--- src/rtl/multicycle_controller_pkg.sv ---
// Shared definitions for the multicycle controller and its datapath:
// FSM state type, opcode constants, ALU operation codes, mux-select codes
// and the packed bundle of registered control outputs.
package multicycle_controller_pkg;

  typedef enum logic [3:0] {
    S_RST,
    S_FETCH,
    S_DECODE,
    S_MEMADR,
    S_MEMREAD,
    S_MEMWB,
    S_MEMWRITE,
    S_EXECR,
    S_EXECI,
    S_ALUWB,
    S_BRANCH,
    S_JAL,
    S_HALT
  } state_e;

  localparam logic [6:0] OP_LW  = 7'b0000011;
  localparam logic [6:0] OP_SW  = 7'b0100011;
  localparam logic [6:0] OP_R   = 7'b0110011;
  localparam logic [6:0] OP_I   = 7'b0010011;
  localparam logic [6:0] OP_BR  = 7'b1100011;
  localparam logic [6:0] OP_JAL = 7'b1101111;

  localparam logic [2:0] ALU_ADD = 3'b000;
  localparam logic [2:0] ALU_SUB = 3'b001;
  localparam logic [2:0] ALU_AND = 3'b010;
  localparam logic [2:0] ALU_OR  = 3'b011;
  localparam logic [2:0] ALU_SLT = 3'b101;

  // ALUOp: how the ALU decoder chooses the operation
  localparam logic [1:0] ALUOP_ADD   = 2'b00;
  localparam logic [1:0] ALUOP_SUB   = 2'b01;
  localparam logic [1:0] ALUOP_FUNCT = 2'b10;

  localparam logic [1:0] SRCA_PC    = 2'b00;
  localparam logic [1:0] SRCA_OLDPC = 2'b01;
  localparam logic [1:0] SRCA_A     = 2'b10;

  localparam logic [1:0] SRCB_WD   = 2'b00;
  localparam logic [1:0] SRCB_IMM  = 2'b01;
  localparam logic [1:0] SRCB_FOUR = 2'b10;

  localparam logic [1:0] RES_ALUOUT    = 2'b00;
  localparam logic [1:0] RES_DATA      = 2'b01;
  localparam logic [1:0] RES_ALURESULT = 2'b10;

  localparam logic [1:0] IMM_I = 2'b00;
  localparam logic [1:0] IMM_S = 2'b01;
  localparam logic [1:0] IMM_B = 2'b10;
  localparam logic [1:0] IMM_J = 2'b11;

  typedef struct packed {
    logic       pc_write;
    logic       adr_src;
    logic       mem_write;
    logic       ir_write;
    logic       reg_write;
    logic [1:0] result_src;
    logic [1:0] alu_src_a;
    logic [1:0] alu_src_b;
    logic [1:0] imm_src;
    logic [1:0] alu_op;
    logic       branch;
    logic       halted;
    logic       retire;
  } ctrl_t;

  function automatic logic is_legal(input logic [6:0] op);
    return op inside {OP_LW, OP_SW, OP_R, OP_I, OP_BR, OP_JAL};
  endfunction

endpackage

--- src/rtl/multicycle_controller_aludec.sv ---
// ALU decoder: maps ALUOp plus the latched instruction fields to ALUControl.
// Ports:
//   op_i, funct3_i, funct7b5_i  latched instruction fields
//   alu_op_i                    ALUOp from the FSM
//   alu_control_o               ALU operation code
module multicycle_controller_aludec
  import multicycle_controller_pkg::*;
(
  input  logic [6:0] op_i,
  input  logic [2:0] funct3_i,
  input  logic       funct7b5_i,
  input  logic [1:0] alu_op_i,
  output logic [2:0] alu_control_o
);

  always_comb begin
    alu_control_o = ALU_ADD;
    case (alu_op_i)
      ALUOP_SUB: alu_control_o = ALU_SUB;
      ALUOP_FUNCT: begin
        case (funct3_i)
          // instr[30] only selects sub for register-register ops; addi ignores it
          3'b000:  alu_control_o = (op_i == OP_R && funct7b5_i) ? ALU_SUB : ALU_ADD;
          3'b010:  alu_control_o = ALU_SLT;
          3'b110:  alu_control_o = ALU_OR;
          3'b111:  alu_control_o = ALU_AND;
          default: alu_control_o = ALU_ADD;
        endcase
      end
      default: alu_control_o = ALU_ADD;
    endcase
  end

endmodule

--- src/rtl/multicycle_controller.sv ---
// Multicycle RISC-V style controller: Moore FSM with registered outputs.
// Ports:
//   clk, reset (async, active-low)
//   op, funct3, funct7b5   instruction fields from memory read data
//   Zero                   ALU zero flag (used in BRANCH)
//   PCWrite..RegWrite      datapath strobes/selects
//   ResultSrc..ImmSrc      datapath mux selects
//   ALUControl             ALU operation
//   halted, retire         status
//
// state    | meaning
// ---------+-------------------------------------------
// RST      | one idle cycle after reset release
// FETCH    | read instr, latch fields, PC <= PC+4
// DECODE   | read regs, compute branch/jal target
// MEMADR   | compute load/store address
// MEMREAD  | read data memory
// MEMWB    | write load data to register file
// MEMWRITE | write data memory
// EXECR    | register-register ALU op
// EXECI    | register-immediate ALU op
// ALUWB    | write ALU result to register file
// BRANCH   | compare, conditionally take branch
// JAL      | PC <= target, compute link address
// HALT     | stopped on illegal opcode
module multicycle_controller
  import multicycle_controller_pkg::*;
#(
  parameter bit HALT_ON_ILLEGAL = 1'b1
) (
  input  logic       clk,
  input  logic       reset,
  input  logic [6:0] op,
  input  logic [2:0] funct3,
  input  logic       funct7b5,
  input  logic       Zero,
  output logic       PCWrite,
  output logic       AdrSrc,
  output logic       MemWrite,
  output logic       IRWrite,
  output logic       RegWrite,
  output logic [1:0] ResultSrc,
  output logic [1:0] ALUSrcA,
  output logic [1:0] ALUSrcB,
  output logic [1:0] ImmSrc,
  output logic [2:0] ALUControl,
  output logic       halted,
  output logic       retire
);

  state_e     state_q, state_d;
  ctrl_t      ctrl_q, ctrl_d;
  logic [6:0] op_q, op_n;
  logic [2:0] funct3_q, funct3_n;
  logic       funct7b5_q, funct7b5_n;
  logic       rst_done_q;

  // Outputs are registered from the next state, so decode must see the
  // field values that will be latched at this edge.
  always_comb begin
    op_n       = (state_q == S_FETCH) ? op       : op_q;
    funct3_n   = (state_q == S_FETCH) ? funct3   : funct3_q;
    funct7b5_n = (state_q == S_FETCH) ? funct7b5 : funct7b5_q;
  end

  always_comb begin
    state_d = state_q;
    case (state_q)
      // rst_done_q holds RST for one full cycle after release
      S_RST:      if (rst_done_q) state_d = S_FETCH;
      S_FETCH:    state_d = S_DECODE;
      S_DECODE: begin
        case (op_q)
          OP_LW, OP_SW: state_d = S_MEMADR;
          OP_R:         state_d = S_EXECR;
          OP_I:         state_d = S_EXECI;
          OP_BR:        state_d = S_BRANCH;
          OP_JAL:       state_d = S_JAL;
          default:      state_d = HALT_ON_ILLEGAL ? S_HALT : S_FETCH;
        endcase
      end
      S_MEMADR:   state_d = (op_q == OP_LW) ? S_MEMREAD : S_MEMWRITE;
      S_MEMREAD:  state_d = S_MEMWB;
      S_EXECR, S_EXECI, S_JAL: state_d = S_ALUWB;
      S_MEMWB, S_MEMWRITE, S_ALUWB, S_BRANCH: state_d = S_FETCH;
      S_HALT:     state_d = S_HALT;
      default:    state_d = S_RST;
    endcase
  end

  always_comb begin
    ctrl_d = '0;
    case (state_d)
      S_FETCH: begin
        ctrl_d.ir_write   = 1'b1;
        ctrl_d.pc_write   = 1'b1;
        ctrl_d.alu_src_a  = SRCA_PC;
        ctrl_d.alu_src_b  = SRCB_FOUR;
        ctrl_d.result_src = RES_ALURESULT;
      end
      S_DECODE: begin
        ctrl_d.alu_src_a = SRCA_OLDPC;
        ctrl_d.alu_src_b = SRCB_IMM;
        ctrl_d.imm_src   = (op_n == OP_JAL) ? IMM_J : IMM_B;
        ctrl_d.retire    = !HALT_ON_ILLEGAL && !is_legal(op_n);
      end
      S_MEMADR: begin
        ctrl_d.alu_src_a = SRCA_A;
        ctrl_d.alu_src_b = SRCB_IMM;
        ctrl_d.imm_src   = (op_n == OP_SW) ? IMM_S : IMM_I;
      end
      S_MEMREAD: ctrl_d.adr_src = 1'b1;
      S_MEMWB: begin
        ctrl_d.result_src = RES_DATA;
        ctrl_d.reg_write  = 1'b1;
        ctrl_d.retire     = 1'b1;
      end
      S_MEMWRITE: begin
        ctrl_d.adr_src   = 1'b1;
        ctrl_d.mem_write = 1'b1;
        ctrl_d.retire    = 1'b1;
      end
      S_EXECR: begin
        ctrl_d.alu_src_a = SRCA_A;
        ctrl_d.alu_src_b = SRCB_WD;
        ctrl_d.alu_op    = ALUOP_FUNCT;
      end
      S_EXECI: begin
        ctrl_d.alu_src_a = SRCA_A;
        ctrl_d.alu_src_b = SRCB_IMM;
        ctrl_d.imm_src   = IMM_I;
        ctrl_d.alu_op    = ALUOP_FUNCT;
      end
      S_ALUWB: begin
        ctrl_d.reg_write = 1'b1;
        ctrl_d.retire    = 1'b1;
      end
      S_BRANCH: begin
        ctrl_d.alu_src_a = SRCA_A;
        ctrl_d.alu_src_b = SRCB_WD;
        ctrl_d.alu_op    = ALUOP_SUB;
        ctrl_d.branch    = 1'b1;
        ctrl_d.retire    = 1'b1;
      end
      S_JAL: begin
        ctrl_d.alu_src_a = SRCA_OLDPC;
        ctrl_d.alu_src_b = SRCB_FOUR;
        ctrl_d.pc_write  = 1'b1;
      end
      S_HALT:  ctrl_d.halted = 1'b1;
      default: ctrl_d = '0;
    endcase
  end

  // Async clear drops every strobe the moment reset asserts.
  always_ff @(posedge clk or negedge reset) begin
    if (!reset) begin
      state_q    <= S_RST;
      ctrl_q     <= '0;
      op_q       <= '0;
      funct3_q   <= '0;
      funct7b5_q <= 1'b0;
      rst_done_q <= 1'b0;
    end else begin
      state_q    <= state_d;
      ctrl_q     <= ctrl_d;
      op_q       <= op_n;
      funct3_q   <= funct3_n;
      funct7b5_q <= funct7b5_n;
      rst_done_q <= 1'b1;
    end
  end

  multicycle_controller_aludec aludec (
    .op_i         (op_q),
    .funct3_i     (funct3_q),
    .funct7b5_i   (funct7b5_q),
    .alu_op_i     (ctrl_q.alu_op),
    .alu_control_o(ALUControl)
  );

  // Zero is only valid during the BRANCH cycle itself, so the taken
  // decision cannot be registered.
  assign PCWrite   = ctrl_q.pc_write |
                     (ctrl_q.branch & (((funct3_q == 3'b000) & Zero) |
                                       ((funct3_q == 3'b001) & ~Zero)));
  assign AdrSrc    = ctrl_q.adr_src;
  assign MemWrite  = ctrl_q.mem_write;
  assign IRWrite   = ctrl_q.ir_write;
  assign RegWrite  = ctrl_q.reg_write;
  assign ResultSrc = ctrl_q.result_src;
  assign ALUSrcA   = ctrl_q.alu_src_a;
  assign ALUSrcB   = ctrl_q.alu_src_b;
  assign ImmSrc    = ctrl_q.imm_src;
  assign halted    = ctrl_q.halted;
  assign retire    = ctrl_q.retire;

endmodule

--- config.mk ---
export PLATFORM = sky130hd
export DESIGN_NAME = multicycle_controller
export DESIGN_NICKNAME = d
export VERILOG_FILES = /design/src/rtl/multicycle_controller_pkg.sv /design/src/rtl/multicycle_controller_aludec.sv /design/src/rtl/multicycle_controller.sv
export SDC_FILE = /design/constraint.sdc
export NUM_CORES = 1
export LEC_CHECK = 0
export CAP_MARGIN = 0
export CORE_ASPECT_RATIO = 0.6
export CORE_MARGIN = 4
export CORE_UTILIZATION = 50
export DETAILED_ROUTE_END_ITERATION = 10
export PLACE_DENSITY = 0.78
export SETUP_SLACK_MARGIN = 0.2
export SYNTH_ARGS = -nofsm -noshare
export SYNTH_HDL_FRONTEND = slang
export SYNTH_HIERARCHICAL = 1
export SYNTH_SLANG_ARGS = --single-unit
export TNS_END_PERCENT = 100
--- constraint.sdc ---
create_clock -name clk -period 2.24 [get_ports clk]
set_input_delay 0.336 -clock clk [delete_from_list [all_inputs] [get_ports clk]]
set_output_delay 0.336 -clock clk [all_outputs]
set_load 0.01 [all_outputs]
==> flow_metrics.tcl <==
set metrics [dict create \
    setup_tns_ns 0 \
    crit_required_ns 2.40 \
    cts_hold_buf 0 \
    cts.clk_slew.worst_paths_ns 0.07 \
    rsz0062_at_grt "true" \
    drive_above_1_share_pct 23.0 \
    outcome "finished clean" \
    syn_nets 157 \
    regToRegStartpoint "state_q[0]" \
    grt_util_met2_pct 25.7 \
    fin_crit_sh_pct 89.9 \
    antenna_left 0 \
    yosysTopAreaCell "dfrtp_1" \
    syn_area_per_cell_um2 11.3 \
    holdCritPathClass "in -> async" \
    dpl_worst_slack_ns 0.234 \
    grt_use_met3_pct 6.06 \
    row_count 15 \
    async_reset_ff_share_pct 100 \
    htree_levels 2 \
    synth-simple-area-share_pct 20.0 \
    grt_max_degree 33 \
    first_global_vias 1168 \
    design_area_um2 2020 \
    cap_violations 0 \
    synth-xor-area-share_pct 1.65 \
    start_util_pct 53.9 \
    synthDistinctLibCells 48 \
    nets 189 \
    dr.pass1.iters 4 \
    synthAdderAreaFrac_pct 2.21 \
    timing.final.ws_setup_ns 0.226 \
    fmax_ghz 0.497 \
    rr_endpoint "ALUSrcB[0]" \
    syn_area_um2 1590 \
    grt.overflow.total 0 \
    grt.met1_usage_pct 26.8 \
    cts_tree "built" \
    instances_no_fill 216 \
    reg2reg_slack_ns 0.23 \
    post-route-drc-count 0 \
    clockRootBuffer "clkbuf_8" \
    slew_violations 0 \
    detailed_place_hpwl_mm 2.50 \
    cp_max_fo 7 \
    crit_path_start_kind "flop" \
    cp-startpoint "state_q[0]" \
    cts_sinks 32 \
    routedWlPerCell_um 16.1 \
    final.min_clock_period_ns 2.01 \
    dieArea_um2 4170 \
    antenna_cells 0 \
    antenna_found_initial 0 \
    synth_common_cells "32 x dfrtp_1, 10 x mux2_2" \
    p_total_w 0.00275 \
    setup_viol 0 \
    arrival_ns 2.17 \
    gp_congestion 0.919 \
    finClkSkew_ns 0.00723 \
    post-synth-top-count-cell "dfrtp_1" \
    pwr_density_cell_nw_per_um2 1360 \
    core-area_um2 2950 \
    syn_to_final_growth_pct 27.3 \
    ios 32 \
    routed_wl_mm 3.47 \
    synth_ff_type "dfrtp_1" \
    synth_area_leaders "dfrtp_1 50%, mux2_2 7.1%, buf_4 4.3%, inv_1 2.1%, nand2_1 2.1%" \
    vias 1219 \
    yosysSeqAreaShare_pct 50.4 \
    synthMuxAreaShare_pct 7.09 \
    numCtsBuffers 5 \
    peakVddDrop_mv 0.877 \
    clkLatencyLatePin_ns 0.28 \
    vias_per_cell 5.64 \
    grt_util_all_layers_pct 18.5 \
    crit_path_end_kind "flop" \
    hold_viol 0 \
    r2r_cells 5 \
    cp_num_buf_inv 0 \
    synth_top_area_share_pct 50.4 \
    synth-compound-area-share_pct 11.0 \
    critPathTopFamily "simple AND/OR/NAND/NOR gates" \
    dp_cells 206 \
    post_dp_cell_area_um2 1890 \
    slowest_stage "or4b_4" \
    drtIter0Drc 61 \
    die-height_um 51.7 \
    yosys_warnings 6 \
    synth_edf_count 0 \
    synth_top_family_by_area "simple AND/OR/NAND/NOR gates" \
    power_leakage_nw 0.896 \
    syn_inst 141 \
    io_buffers 31 \
    cts_buffer_depth 2 \
    top_usage_layer "met1" \
    ys_ff_latch 32 \
    cp_num_cells 5 \
    critPathMaxStageDelay_ns 0.61 \
    path_cells "or4b_4, or3_1, o211ai_2, nand4b_1, nand3_1" \
    worstSetupPathType "reg -> reg" \
    grt_pass1_wl_mm 5.70 \
    die_width_um 80.8 \
]
==> power by group <==
group	internal (W)	leakage, nW	total, W	switching (W)
Sequential	0.000814	0.404	0.00107	0.000252
Combinational	0.000629	0.441	0.00123	0.000605
Clock	0.000245	0.0510	0.000446	0.000201
==> stage by stage <==
step	utilization (%)	hold slack [ns]
after floorplan	-	0.0404
after global placement	64.0	0.495
after detailed placement	64.0	0.502
after CTS	67.3	0.473
after global routing	68.6	0.489
final	68.6	0.456
==> how the worst max path moves through the flow <==
| stage | to | slack [ns] |
|---|---|---|
| CTS | ALUControl[0] | 0.19 |
| detailed placement | ImmSrc[0] | 0.23 |
| global route | ALUSrcB[0] | 0.15 |
| global placement | ALUSrcB[0] | 0.27 |
| finish | ALUSrcB[0] | 0.23 |
| floorplan | ImmSrc[0] | 0.36 |
==> layout by cell type, fill, tap and decap left out, types with 4 or more instances in the layout <==
master            n
clkdlybuf4s50_1  27
nand3_1           6
nor2_1            9
a21oi_1           6
clkbuf_8          6
buf_4             4
nand2_1           9
inv_1             8
dfrtp_1          31
mux2_2           10
==> cells by family (layout without fill, tap and decap cells) <==
family	Yosys count	in the layout
AO/OA/AOI/OAI	23	23
XOR/XNOR	3	3
adder cells (fa/ha/maj)	3	3
buffers and inverters	20	53
flip-flops	32	32
multiplexers	10	10
other	1	1
AND/OR/NAND/NOR	49	49
==> layout make-up <==
class                           count  area (um2)
Multi-Input combinational cell     89         699
Timing Repair Buffer               35         337
Fill cell                         227         926
Clock buffer                        6        82.6
Sequential cell                    32         802
Tap cell                           42        52.6
Clock inverter                      2        10.0
Inverter                           10        37.5
==> per-layer routing <==
metal / wire, um / vias up / part of all wire, %
li1: - / 556 / -
met1: 1630 / 586 / 47
met2: 1460 / 62 / 42
met3: 293 / 15 / 8.4
met4: 85 / 0 / 2.5
met5: 0 / - / 0
==> flip-flops by register name, summed over array words and instances (netlist names) <==
register    cells
ALUSrcA         2
funct7b5_q      1
RegWrite        1
MemWrite        1
op_q            7
funct3_q        3
retire          1
halted          1
IRWrite         1
ResultSrc       1
state_q         4
ctrl_q          3
ImmSrc          2
ALUSrcB         2
rst_done_q      1
AdrSrc          1
==> repair_timing <==
item	4_1_cts	5_1_grt
resized for setup	4	13
setup endpoints to repair	3	11
buffers inserted	0	2
No activity file was read; power rests on OpenSTA's default activity.
